$ cat src/rtl/div_rem_unit_pkg.sv
// Shared constants for the iterative divide/remainder unit: operation and
// state encodings plus small operand helpers used by the top level.
package div_rem_unit_pkg;

   localparam int DIV_WIDTH = 32;

   // funct3[1:0] encodings of the M-extension divide family
   typedef enum logic [1:0] {
      OP_DIV  = 2'b00,
      OP_DIVU = 2'b01,
      OP_REM  = 2'b10,
      OP_REMU = 2'b11
   } divOpE;

   typedef enum logic [1:0] {
      ST_IDLE = 2'b00,
      ST_CALC = 2'b01,
      ST_FIX  = 2'b10,
      ST_DONE = 2'b11
   } divStateE;

   // Magnitude of a two's-complement value (0x80000000 maps to itself).
   function automatic logic [DIV_WIDTH-1:0] absVal(input logic [DIV_WIDTH-1:0] value);
      logic [DIV_WIDTH-1:0] res;
      if (value[DIV_WIDTH-1]) begin
         res = {DIV_WIDTH{1'b0}} - value;
      end else begin
         res = value;
      end
      return res;
   endfunction

   function automatic logic opIsSigned(input logic [1:0] op);
      return (op == OP_DIV) || (op == OP_REM);
   endfunction

   function automatic logic opIsRem(input logic [1:0] op);
      return (op == OP_REM) || (op == OP_REMU);
   endfunction

endpackage

$ cat src/rtl/div_rem_step.sv
// One restoring shift-subtract iteration. The dividend is shifted out of the
// top of the quotient register while quotient bits are shifted in at the bottom.
module div_rem_step
   import div_rem_unit_pkg::*;
(
   input  logic [DIV_WIDTH:0]   iPartRem,
   input  logic [DIV_WIDTH-1:0] iQuot,
   input  logic [DIV_WIDTH-1:0] iDivisor,
   output logic [DIV_WIDTH:0]   oPartRem,
   output logic [DIV_WIDTH-1:0] oQuot
);

   logic [DIV_WIDTH:0] shiftedS;
   logic [DIV_WIDTH:0] diffS;
   logic               unusedTopBitS;

   // The partial remainder is always below the divisor, so its top bit is
   // zero on entry and only the shifted-out carry position needs the 33rd bit.
   assign unusedTopBitS = iPartRem[DIV_WIDTH];

   // Shift in the next dividend bit, trial-subtract, keep or restore.
   always_comb begin
      shiftedS = {iPartRem[DIV_WIDTH-1:0], iQuot[DIV_WIDTH-1]};
      diffS    = shiftedS - {1'b0, iDivisor};
      if (!diffS[DIV_WIDTH]) begin
         oPartRem = diffS;
         oQuot    = {iQuot[DIV_WIDTH-2:0], 1'b1};
      end else begin
         oPartRem = shiftedS;
         oQuot    = {iQuot[DIV_WIDTH-2:0], 1'b0};
      end
   end

endmodule

$ cat src/rtl/div_rem_unit.sv
// Multi-cycle DIV/DIVU/REM/REMU unit for the EX stage. Works on magnitudes
// with a restoring divider, fixes signs afterwards, and short-circuits the
// divide-by-zero and signed-overflow cases to a one-cycle result.
module div_rem_unit
   import div_rem_unit_pkg::*;
#(
   parameter int WIDTH = DIV_WIDTH
) (
   input  logic             iCLK,
   input  logic             iRST,
   input  logic             iStart,
   input  logic [1:0]       iOp,
   input  logic [WIDTH-1:0] iA,
   input  logic [WIDTH-1:0] iB,
   input  logic             iFlush,
   output logic             oStallReq,
   output logic             oValid,
   output logic [WIDTH-1:0] oResult
);

   divStateE         stateR;
   logic [4:0]       cntR;
   logic [1:0]       opR;
   logic             negateR;
   logic [WIDTH-1:0] divisorR;
   logic [WIDTH-1:0] quotR;
   logic [WIDTH:0]   partRemR;
   logic [WIDTH-1:0] resultR;
   logic             validR;

   logic [WIDTH:0]   nextRemS;
   logic [WIDTH-1:0] nextQuotS;

   logic             signedS;
   logic             remS;
   logic [WIDTH-1:0] absAS;
   logic [WIDTH-1:0] absBS;
   logic             divZeroS;
   logic             overflowS;
   logic             negS;
   logic [WIDTH-1:0] specialResS;
   logic [WIDTH-1:0] fixValS;
   logic [WIDTH-1:0] finalS;

   div_rem_step uStep (
      .iPartRem (partRemR),
      .iQuot    (quotR),
      .iDivisor (divisorR),
      .oPartRem (nextRemS),
      .oQuot    (nextQuotS)
   );

   // Decode the incoming operation: magnitudes, result sign, bypass cases.
   always_comb begin
      signedS   = opIsSigned(iOp);
      remS      = opIsRem(iOp);
      divZeroS  = (iB == {WIDTH{1'b0}});
      overflowS = signedS && (iA == 32'h8000_0000) && (iB == 32'hFFFF_FFFF);
      if (signedS) begin
         absAS = absVal(iA);
         absBS = absVal(iB);
         if (remS) begin
            negS = iA[WIDTH-1];
         end else begin
            negS = iA[WIDTH-1] ^ iB[WIDTH-1];
         end
      end else begin
         absAS = iA;
         absBS = iB;
         negS  = 1'b0;
      end
      if (divZeroS) begin
         if (remS) begin
            specialResS = iA;
         end else begin
            specialResS = 32'hFFFF_FFFF;
         end
      end else if (overflowS) begin
         if (remS) begin
            specialResS = 32'h0000_0000;
         end else begin
            specialResS = 32'h8000_0000;
         end
      end else begin
         specialResS = 32'h0000_0000;
      end
   end

   // Select quotient or remainder and apply the deferred sign correction.
   always_comb begin
      if (opIsRem(opR)) begin
         fixValS = partRemR[WIDTH-1:0];
      end else begin
         fixValS = quotR;
      end
      if (negateR) begin
         finalS = {WIDTH{1'b0}} - fixValS;
      end else begin
         finalS = fixValS;
      end
   end

   // Pipeline stall: asserted from the accept cycle until the result is ready.
   always_comb begin
      oStallReq = 1'b0;
      if (iRST) begin
         oStallReq = 1'b0;
      end else begin
         case (stateR)
            ST_IDLE: oStallReq = iStart & ~iFlush;
            ST_CALC: oStallReq = 1'b1;
            ST_FIX:  oStallReq = 1'b1;
            ST_DONE: oStallReq = 1'b0;
            default: oStallReq = 1'b0;
         endcase
      end
   end

   // Controller and datapath registers.
   always_ff @(posedge iCLK) begin
      if (iRST) begin
         stateR   <= ST_IDLE;
         cntR     <= 5'd0;
         opR      <= 2'b00;
         negateR  <= 1'b0;
         divisorR <= {WIDTH{1'b0}};
         quotR    <= {WIDTH{1'b0}};
         partRemR <= {(WIDTH+1){1'b0}};
         resultR  <= {WIDTH{1'b0}};
         validR   <= 1'b0;
      end else if (iFlush) begin
         stateR <= ST_IDLE;
         validR <= 1'b0;
      end else begin
         case (stateR)
            ST_IDLE: begin
               validR <= 1'b0;
               if (iStart) begin
                  opR      <= iOp;
                  negateR  <= negS;
                  divisorR <= absBS;
                  quotR    <= absAS;
                  partRemR <= {(WIDTH+1){1'b0}};
                  if (divZeroS || overflowS) begin
                     resultR <= specialResS;
                     validR  <= 1'b1;
                     stateR  <= ST_DONE;
                  end else begin
                     cntR   <= 5'd31;
                     stateR <= ST_CALC;
                  end
               end else begin
                  stateR <= ST_IDLE;
               end
            end
            ST_CALC: begin
               partRemR <= nextRemS;
               quotR    <= nextQuotS;
               cntR     <= cntR - 5'd1;
               if (cntR == 5'd0) begin
                  stateR <= ST_FIX;
               end else begin
                  stateR <= ST_CALC;
               end
            end
            ST_FIX: begin
               resultR <= finalS;
               validR  <= 1'b1;
               stateR  <= ST_DONE;
            end
            ST_DONE: begin
               validR <= 1'b0;
               stateR <= ST_IDLE;
            end
            default: begin
               validR <= 1'b0;
               stateR <= ST_IDLE;
            end
         endcase
      end
   end

   assign oValid  = validR;
   assign oResult = resultR;

endmodule
$ cat config.mk
export PLATFORM = sky130hd
export DESIGN_NAME = div_rem_unit
export DESIGN_NICKNAME = d
export VERILOG_FILES = /design/src/rtl/div_rem_unit_pkg.sv /design/src/rtl/div_rem_step.sv /design/src/rtl/div_rem_unit.sv
export SDC_FILE = /design/constraint.sdc
export NUM_CORES = 1
export LEC_CHECK = 0
export CAP_MARGIN = 20
export CORE_MARGIN = 3
export CORE_UTILIZATION = 30
export CTS_BUF_LIST = sky130_fd_sc_hd__clkbuf_16
export DETAILED_ROUTE_END_ITERATION = 10
export PLACE_DENSITY = 0.56
export SLEW_MARGIN = 40
export SYNTH_ARGS = -nofsm -noshare
export SYNTH_HDL_FRONTEND = slang
export SYNTH_SLANG_ARGS = --single-unit
$ cat constraint.sdc
create_clock -name iCLK -period 4.29 [get_ports iCLK]
set_input_delay 0.429 -clock iCLK [delete_from_list [all_inputs] [get_ports iCLK]]
set_output_delay 0.429 -clock iCLK [all_outputs]
set_load 0.005 [all_outputs]
==> qor.yml <==
run_status:
  status: "finished, final reports clean"
clocking:
  clock_sinks: 138
  post_cts_buffers: 0
  clockBufferDepth: 2
  cts_tree: "yes"
  ctsHtreeMaxLevel: 4
  cts_resized: 0
  cts_hold_buffers: 0
  cts_root_buf: "clkbuf_16"
  cts_buffers: 17
  clk_pin_slew_ns: 0.06
  clk_latency_ns: 0.43
sta:
  max_slew.worst_pin.slew_ns: 0.798
  setup_viol: 0
  rsz0062_at_grt: "no"
  slew_headroom_pct: 46.8
  hold_violations: 0
  clock.fmax_mhz: 275
  clock_skew_ns: 0.0149
  slew_viol_final: 0
  fin_crit_ns: 3.63
  fin_crit_sh_pct: 84.6
  whs_ns: 0.465
  fin_setup_tns_ns: 0
synthesis:
  synth_cells: 1369
  synth_seq_cells: 138
  synth_area_leaders: "dfxtp_1 (26%), o21ai_0 (5.9%), mux2i_1 (5.4%), nor2_1 (5.0%), xor2_1 (4.9%)"
  synth_enable_flop_cells: 0
  syn_area_per_cell_um2: 7.66
  netlist_area_um2: 10500
  ys_types: 68
  synth_area_leader_cell: "dfxtp_1"
  synthFlopType: "dfxtp_1"
  synth.top_cell.area_share_pct: 26.3
  ys_async_sr_fraction_pct: 0
  ys_warn_count: 0
  yosysSeqAreaShare_pct: 26.3
  syn-num-nets: 1481
critical_path:
  cp_max_fo: 16
  endpoint_kind: "flip-flop"
  crit_chain: "ha_1 -> inv_1 -> fa_1 -> a211oi_1 -> o211ai_1 -> a211oi_1 -> o31a_1 -> a21oi_1 -> nor2_2 -> buf_12 -> nand2_1 -> o21ai_0"
  r2r_cells: 12
  reg2reg_from: "divisorR[0]"
  critical_path_buf_inv_count: 2
  setup.worst_path.class: "flip-flop to flip-flop"
  max_stage_delay_ns: 0.44
  critPathTopFamily: "compound AO/OA/AOI/OAI gates"
  timing.rr.end: "partRemR[28]"
  reg2reg_slack_ns: 0.66
  cp.required_ns: 4.63
  path_common_cell: "a211oi_1"
  cpMaxStageDelayCell: "a211oi_1"
  cp-startpoint: "divisorR[0]"
  start_kind: "flip-flop"
  cp.arrival_ns: 3.97
final_layout:
  layout_common_cells: "nand2_1 (137), nor2_1 (137), dfxtp_1 (137), o21ai_0 (124), clkdlybuf4s50_1 (102)"
  final_util_pct: 36.9
  multi_input_area_um2: 7140
  diodes: 0
  stdcell_count: 1893
  nNetsFinal: 1545
  n_fill_cell: 3567
  drive_above_1_share_pct: 7.75
  seq_area_um2: 2760
  synthToLayoutAreaGrowth_pct: 19.7
routing:
  drc: 0
  routed_wl_um: 32600
  final_antenna_net_count: 0
  drt-initial-drc-count: 691
  via_per_inst: 5.37
  firstDrtPassIters: 5
  via_count: 10200
  wl_per_cell_um: 17.2
hold_path:
  holdPathStages: 2
  hold_end: "divisorR[31]"
  min_from: "divisorR[31]"
  hp-class: "flip-flop to flip-flop"
global_route:
  use_met2_pct: 26.0
  grt_pass1_wl_um: 51200
  antenna_found_initial: 0
  grt_use_total_pct: 17.3
  overflow: 0
  grtUsageMet3_pct: 2.89
  grt_busiest_layer: "met2"
  met1_usage_pct: 26.0
  grt_pass1_vias: 9454
  grt_max_degree: 67
run:
  maxCapViolations: 0
die:
  die_w_um: 193
  row_count: 67
  initial_core_util_pct: 30.8
  num_io_pins: 104
  core-area_um2: 34000
  die_area_um2: 37300
  chipHeight_um: 193
placement:
  dp.cells: 1862
  gp_congestion: 0.886
  port-buffer-count: 103
  dp_hpwl_um: 24800
power:
  powerDensity_nw_per_um2: 304
  leakage_nw: 4.22
  p_total_mw: 3.82
  irDropWorstVdd_v: 0.000263
logic make-up after synthesis:
kind of cell	count (synthesis)	share of synthesized area, %
simple gates	457	20.9
compound gates	419	26.5
buf+inv	140	5.87
flops	138	26.3
xor+xnor	111	9.27
mux	62	5.97
fa+ha+maj	42	5.08
flip-flops by register name, indices dropped and copies added (netlist names):
register,flops
oResult,32
divisorR,32
opR,1
quotR,32
oValid,1
partRemR,32
stateR,2
negateR,1
cntR,5
layer usage:
layer	up-vias	wire, um
met1	4760	16900
met3	26	1960
met4	0	400
met2	308	13400
li1	5074	-
met5	-	0
synthesized netlist by cell type (all sizes together) (7+ instances only):
master / number
buf: 25
a32oi: 12
o21a: 8
and3: 7
nor3b: 8
dfxtp: 138
nand2: 137
o211ai: 12
nor2: 142
o21bai: 7
xor2: 59
ha: 41
clkbuf: 56
nand4: 12
nor2b: 17
xnor2: 52
a211oi: 49
mux2i: 57
nor3: 48
a31oi: 8
nand3: 13
or3: 14
o41ai: 7
a21oi: 100
o21ai: 133
nor4: 18
a21o: 14
o31ai: 25
inv: 59
nand2b: 14
a311oi: 26
where the power goes:
| group | internal (mW) | total (mW) | switching (mW) |
|---|---|---|---|
| sequential | 1.33 | 1.37 | 0.0427 |
| clock | 1.03 | 1.64 | 0.608 |
| combinational | 0.324 | 0.807 | 0.484 |
| total | 2.69 | 3.82 | 1.13 |
stage by stage:
| step | instance area [um^2] | setup slack, ns |
|---|---|---|
| detailed placement | 11900 | 0.724 |
| CTS | 12600 | 0.669 |
| global placement | 11900 | 0.772 |
| global route | 12600 | 0.358 |
| floorplan | 10500 | 1.24 |
| finish | 12600 | 0.660 |
cell type report:
type,count,share of cell area (%)
Tap cell,448,4.46
Sequential cell,138,22.0
Multi-Input combinational cell,1091,56.8
Timing Repair Buffer,126,9.79
Inverter,59,1.76
Clock buffer,17,3.39
Clock inverter,14,1.76
worst reg2reg max path, delay by kind of cell, from the launching register on:
family / cells / cell delay [ns]
buf+inv: 2 / 0.28
compound gates: 6 / 1.63
flops: 1 / 0.39
fa+ha+maj: 2 / 0.60
simple gates: 2 / 0.64
worst max-delay path by stage:
| stage | to | slack (ns) | cells after the start |
|---|---|---|---|
| final | partRemR[28] | 0.66 | 12 |
| after global routing | partRemR[27] | 0.36 | 12 |
| after CTS | partRemR[28] | 0.67 | 12 |
| after detailed placement | oResult[22] | 0.72 | 8 |
| after global placement | partRemR[26] | 0.77 | 12 |
| after floorplan | oResult[16] | 1.24 | 13 |
Note: power is estimated with default switching activity, not from simulation.
